===== src/rtl/huff_sort_pkg.sv =====
// Shared definitions for the Huffman frequency-sort stage: FSM state codes,
// the pad entry and key/symbol field-extract helpers.
package huff_sort_pkg;

   localparam int HS_DSIZE  = 18;
   localparam int HS_OFFSET = 8;
   localparam int HS_MAXW   = 32;

   // State enumeration kept as plain constants so older tools can consume it
   localparam logic [1:0] ST_IDLE  = 2'd0;
   localparam logic [1:0] ST_LOAD  = 2'd1;
   localparam logic [1:0] ST_SORT  = 2'd2;
   localparam logic [1:0] ST_DRAIN = 2'd3;

   localparam logic [HS_DSIZE-1:0] HS_PAD = {HS_DSIZE{1'b1}};

   function automatic logic [HS_MAXW-1:0] key_of(input logic [HS_MAXW-1:0] entry,
                                                  input int offset);
      return entry >> offset;
   endfunction

   function automatic logic [HS_MAXW-1:0] sym_of(input logic [HS_MAXW-1:0] entry,
                                                  input int offset);
      return entry & ((HS_MAXW'(1) << offset) - HS_MAXW'(1));
   endfunction

endpackage


===== src/rtl/sort_x8_batch_ctrl_sortx8.sv =====
// SortX8: purely combinational 8-entry ascending sort on the key field.
// Odd-even transposition network; the symbol field rides along untouched.
module SortX8
   import huff_sort_pkg::*;
#(
   parameter int DSIZE  = 18,
   parameter int OFFSET = 8
) (
   input  logic [DSIZE-1:0] i_data [8],
   output logic [DSIZE-1:0] o_data [8]
);

   logic [DSIZE-1:0] w_net [8];
   logic [DSIZE-1:0] w_tmp;

   // Eight alternating stages of neighbour compare-exchange fully sort 8 items
   always_comb begin
      w_net = i_data;
      w_tmp = '0;
      for (int s = 0; s < 8; s++) begin
         for (int p = s % 2; p < 7; p += 2) begin
            if (key_of(HS_MAXW'(w_net[p]), OFFSET) > key_of(HS_MAXW'(w_net[p+1]), OFFSET)) begin
               w_tmp      = w_net[p];
               w_net[p]   = w_net[p+1];
               w_net[p+1] = w_tmp;
            end
         end
      end
      o_data = w_net;
   end

endmodule


===== src/rtl/sort_x8_batch_ctrl.sv =====
// Batch sequencer around SortX8: gathers up to 8 entries, pads, sorts, drains.
// Define SORT_X8_SKIP_PAD_EN to drain only the real entries instead of all 8.
module sort_x8_batch_ctrl
   import huff_sort_pkg::*;
#(
   parameter int DSIZE  = 18,
   parameter int OFFSET = 8
) (
   input  logic             clk,
   input  logic             rst,
   input  logic             in_valid,
   output logic             in_ready,
   input  logic [DSIZE-1:0] in_data,
   input  logic             in_last,
   output logic             out_valid,
   input  logic             out_ready,
   output logic [DSIZE-1:0] out_data,
   output logic             out_last,
   output logic             out_frame_last,
   output logic             busy
);

   logic [1:0]       r_state;
   logic [1:0]       w_nextState;
   logic             r_inReady;
   logic [3:0]       r_cnt;
   logic [2:0]       r_idx;
   logic             r_frameFlag;
   logic [DSIZE-1:0] r_slot [8];
   logic [DSIZE-1:0] r_res  [8];
   logic [DSIZE-1:0] w_sortIn  [8];
   logic [DSIZE-1:0] w_sortOut [8];
   logic             w_accept;
   logic             w_drainHs;
   logic [2:0]       w_lastIdx;

   assign w_accept  = in_valid & r_inReady;
   assign w_drainHs = (r_state == ST_DRAIN) & out_ready;

`ifdef SORT_X8_SKIP_PAD_EN
   assign w_lastIdx = 3'(r_cnt - 4'd1);
`else
   assign w_lastIdx = 3'd7;
`endif

   // Unfilled slots are forced to the all-ones pad so they sort to the top
   always_comb begin
      for (int i = 0; i < 8; i++) begin
         w_sortIn[i] = (4'(i) < r_cnt) ? r_slot[i] : {DSIZE{1'b1}};
      end
   end

   SortX8 #(.DSIZE(DSIZE), .OFFSET(OFFSET)) uSort (
      .i_data (w_sortIn),
      .o_data (w_sortOut)
   );

   always_comb begin
      w_nextState = r_state;
      case (r_state)
         ST_IDLE:  if (w_accept) w_nextState = in_last ? ST_SORT : ST_LOAD;
         ST_LOAD:  if (w_accept && (in_last || r_cnt == 4'd7)) w_nextState = ST_SORT;
         ST_SORT:  w_nextState = ST_DRAIN;
         ST_DRAIN: if (w_drainHs && r_idx == w_lastIdx) w_nextState = ST_IDLE;
         default:  w_nextState = ST_IDLE;
      endcase
   end

   // in_ready is registered from the next state so it never follows in_valid
   always_ff @(posedge clk or posedge rst) begin
      if (rst) begin
         r_state     <= ST_IDLE;
         r_inReady   <= 1'b0;
         r_cnt       <= '0;
         r_idx       <= '0;
         r_frameFlag <= 1'b0;
         for (int i = 0; i < 8; i++) begin
            r_slot[i] <= '0;
            r_res[i]  <= '0;
         end
      end else begin
         r_state   <= w_nextState;
         r_inReady <= (w_nextState == ST_IDLE) || (w_nextState == ST_LOAD);
         case (r_state)
            ST_IDLE: begin
               if (w_accept) begin
                  r_slot[0]   <= in_data;
                  r_cnt       <= 4'd1;
                  r_frameFlag <= in_last;
               end
            end
            ST_LOAD: begin
               if (w_accept) begin
                  r_slot[r_cnt[2:0]] <= in_data;
                  r_cnt              <= r_cnt + 4'd1;
                  r_frameFlag        <= in_last;
               end
            end
            ST_SORT: begin
               r_res <= w_sortOut;
            end
            ST_DRAIN: begin
               if (w_drainHs) begin
                  if (r_idx == w_lastIdx) begin
                     r_idx <= '0;
                     r_cnt <= '0;
                  end else begin
                     r_idx <= r_idx + 3'd1;
                  end
               end
            end
            default: ;
         endcase
      end
   end

   assign in_ready       = r_inReady;
   assign out_valid      = (r_state == ST_DRAIN);
   assign out_data       = out_valid ? r_res[r_idx] : '0;
   assign out_last       = out_valid && (r_idx == w_lastIdx);
   assign out_frame_last = out_last & r_frameFlag;
   assign busy           = (r_state != ST_IDLE);

endmodule


===== config.mk =====
export PLATFORM = sky130hd
export DESIGN_NAME = sort_x8_batch_ctrl
export DESIGN_NICKNAME = d
export VERILOG_FILES = /design/src/rtl/huff_sort_pkg.sv /design/src/rtl/sort_x8_batch_ctrl_sortx8.sv /design/src/rtl/sort_x8_batch_ctrl.sv
export SDC_FILE = /design/constraint.sdc
export NUM_CORES = 2
export LEC_CHECK = 0
export ABC_AREA = 1
export BUFFER_PORTS_ARGS = -buffer_cell sky130_fd_sc_hd__buf_2
export CAP_MARGIN = 40
export CORE_MARGIN = 5
export CORE_UTILIZATION = 55
export CTS_BUF_LIST = sky130_fd_sc_hd__clkbuf_16
export DETAILED_ROUTE_END_ITERATION = 12
export PLACE_DENSITY = 0.74
export SETUP_SLACK_MARGIN = 0.15
export SYNTH_ARGS = -nofsm -noshare
export SYNTH_HDL_FRONTEND = slang
export SYNTH_SLANG_ARGS = --single-unit

===== constraint.sdc =====
create_clock -name clk -period 13.84 [get_ports clk]
set_input_delay 2.076 -clock clk [delete_from_list [all_inputs] [get_ports clk]]
set_output_delay 2.076 -clock clk [all_outputs]
set_load 0.005 [all_outputs]

==> impl_metrics.py <==
metrics = {
    "worst_setup_path": {
        "crit_slowest_cell": "a221o_2",
        "crit_fanout": 16,
        "crit_type": "reg -> reg",
        "start_kind": "flop",
        "arrival_ns": 14.03,
        "crit_path_frequent_cell": "nand2_1",
        "cp-end-kind": "flop",
        "required_ns": 14.29,
        "cpPeakStageDelay_ns": 0.47,
    },
    "floorplan": {
        "initial_core_util_pct": 55.35,
        "coreArea_sq_um": 57480,
        "io_pins": 46,
        "die_area_sq_um": 62750,
        "die_x_um": 250.5,
        "core.rowCount": 88,
        "die_h_um": 250.5,
    },
    "final_layout": {
        "num-fill-cells": 5021,
        "drive_above_1_share_pct": 22.99,
        "utilization_pct": 71.92,
        "final_nets": 6164,
        "fin_area_sq_um": 41330,
        "fin_cells": 6681,
        "antennaDiodeCount": 0,
        "synthToLayoutAreaGrowth_pct": 29.93,
    },
    "clocking": {
        "cts_sinks": 299,
        "clockBufferDepth": 3,
        "numCtsBuffers": 37,
        "htree_num_levels": 2,
        "clockRootBuffer": "clkbuf_16",
        "clk_pin_slew_ns": 0.06,
        "cts_tree": "done",
        "postCtsHoldBufs": 0,
        "insertion_delay_ns": 0.56,
    },
    "global_routing": {
        "gr-total-overflow": 0,
        "grt_pass1_vias": 33660,
        "grt_antenna_before_repair": 0,
        "grt_max_degree": 104,
        "grt_usage_pct": 36.66,
        "grt_pass1_wl_um": 184900,
    },
    "drt": {
        "wl_um": 126200,
        "drtIter0Drc": 3885,
        "num_vias": 38290,
        "ant_nets": 0,
        "drc": 0,
        "vias_per_cell": 5.731,
        "dr.pass1.iters": 7,
        "wire_per_inst_um": 18.89,
    },
    "place": {
        "dp.cells": 6513,
        "dpl.hpwl_um": 96400,
        "gp_congestion": 1.013,
        "portBuffers": 45,
        "dpl_cell_area_sq_um": 37420,
    },
    "timing": {
        "rsz0062_at_grt": "true",
        "slew_viol_final": 0,
        "timing.final.crit_share_pct": 98.12,
        "final.min_clock_period_ns": 13.58,
        "fin_worst_skew_ns": 0.01583,
        "setup_violations": 0,
        "finalHoldViolCount": 0,
        "max_slew.worst_pin.slew_ns": 0.9082,
        "slew_headroom_pct": 39.45,
        "fmax_ghz": 0.07364,
    },
    "synth": {
        "yosysSeqAreaShare_pct": 23.52,
        "synthCells": 5281,
        "async_flop_share_pct": 100.0,
        "synth_commonest_cells": "1703 x nand2_1, 967 x o21ai_0, 514 x nand3_1",
        "ys_warn_count": 0,
        "synth_edf_count": 0,
        "syn_area_per_cell_sq_um": 6.024,
        "synth_flop_cell": "dfrtp_1",
        "ys_seq_elements": 299,
        "synthesis.area_sq_um": 31810,
        "synth_largest_area_cell": "dfrtp_1",
        "synth_most_common_cell": "nand2_1",
        "synth_top_area_share_pct": 23.52,
        "yosysUniqueCellTypes": 47,
        "ys_top_cells_by_area": "dfrtp_1 24%, nand2_1 20%, o21ai_0 15%, ha_1 9.8%, nand3_1 8.1%",
        "syn-num-nets": 5552,
    },
    "run_status": {
        "status": "completed",
    },
    "flow_run": {
        "drv_cap": 0,
    },
    "hold_path": {
        "min_path_type": "reg -> reg",
    },
}
## worst max-delay path, delay by kind of cell, from the launching register on
| kind | cells | cell delay [ns] |
|---|---|---|
| simple gates | 54 | 5.59 |
| buf+inv | 26 | 3.12 |
| fa+ha+maj | 9 | 2.44 |
| compound gates | 12 | 1.90 |
| flops | 1 | 0.39 |
## state kept, by name, indices dropped and copies added, names as in the netlist
register	count
r_res	144
r_slot	144
r_cnt	4
r_idx	3
r_state	2
in_ready	1
r_frameFlag	1
## worst paths after layout
path | cells after the start | endpoint | slack [ns] | from
setup / recovery | 101 | r_res[61]$_DFFE_PP0P_ | 0.26 | r_cnt[0]$_DFFE_PP0P_
hold / removal | 2 | r_res[123]$_DFFE_PP0P_ | 0.47 | r_res[123]$_DFFE_PP0P_
setup reg to reg | 101 | r_res[61]$_DFFE_PP0P_ | 0.26 | r_cnt[0]$_DFFE_PP0P_
hold reg to reg | 2 | r_res[123]$_DFFE_PP0P_ | 0.47 | r_res[123]$_DFFE_PP0P_
max in group asynchronous | 5 | r_res[9]$_DFFE_PP0P_ | 10.20 | rst
min in group asynchronous | 2 | r_res[140]$_DFFE_PP0P_ | 1.59 | rst
## cell families after synthesis
kind of cell    Yosys count  synth area share (%)
fa+ha+maj               248                 9.754
buf+inv                 812                 10.23
compound gates         1235                 20.31
simple gates           2686                 36.16
xor+xnor                  1               0.02754
flops                   299                 23.52
## metal layers
layer	vias up	wire (um)	GRT usage, %
met3	419	8941	4.371
met5	-	0	0
met4	0	8459	19.04
met2	1802	58420	61.37
met1	17410	50400	46.64
li1	18660	-	-
## placed cells by master (no fill, tap or decap), types with 8 or more instances in the layout
cell type	synthesis	layout
nand2_1	1703	1668
o21ai_0	967	781
buf_4	6	723
nand3_1	514	487
inv_1	478	460
dfrtp_1	299	298
nor2_1	259	240
ha_1	248	221
o21ai_1	34	122
a21oi_1	103	96
o21ai_2	1	85
nand2_2	42	67
clkbuf_16	0	49
buf_2	26	47
inv_2	29	41
o21bai_1	39	39
or2_2	35	34
nand4_1	32	32
buf_6	19	32
nand2_4	20	28
nand3_2	4	27
ha_4	0	26
nor2_2	23	25
o22ai_1	25	25
buf_12	0	20
nor2_4	2	19
a31oi_1	20	18
and2_1	21	16
o211ai_1	15	15
o21ai_4	0	14
nand2_8	2	12
clkinv_1	13	12
a211oi_2	0	12
a211oi_1	23	11
clkinvlp_4	0	10
clkinv_2	0	10
nand4_4	2	9
a21oi_2	1	8
buf_8	0	8
## through the flow
stage	setup slack [ns]	hold slack, ns	setup TNS (ns)
6_report	0.2598	0.4708	0
5_1_grt	-0.6376	0.4950	-57.31
4_1_cts	0.1637	0.4753	0
3_5_place_dp	-0.8864	0.4601	-76.60
3_3_place_gp	-0.6624	0.4560	-50.52
2_1_floorplan	0.1603	0.4438	0
## what timing repair did
action / in CTS / in global routing
setup buffers: 9 / 59
endpoints found under the hold margin: 0 / 0
pin swaps: 10 / 126
setup endpoints to repair: 108 / 109
gates resized for setup: 119 / 434
gates cloned: 4 / 34
## final cells by class
class / instances / area, sq um / area share (%)
multi-input cells: 4178 / 22710 / 54.94
flip-flops and latches: 299 / 7483 / 18.10
repair buffers: 844 / 6899 / 16.69
inverters: 521 / 2056 / 4.973
well taps: 765 / 957.2 / 2.316
clock buffers: 37 / 925.9 / 2.240
clock inverters: 25 / 202.7 / 0.4904
repair inverters: 12 / 102.6 / 0.2482
Power is left out: the tool's default activity adds up to more than one toggle a clock period on the data nets, which glitch-free logic cannot reach.
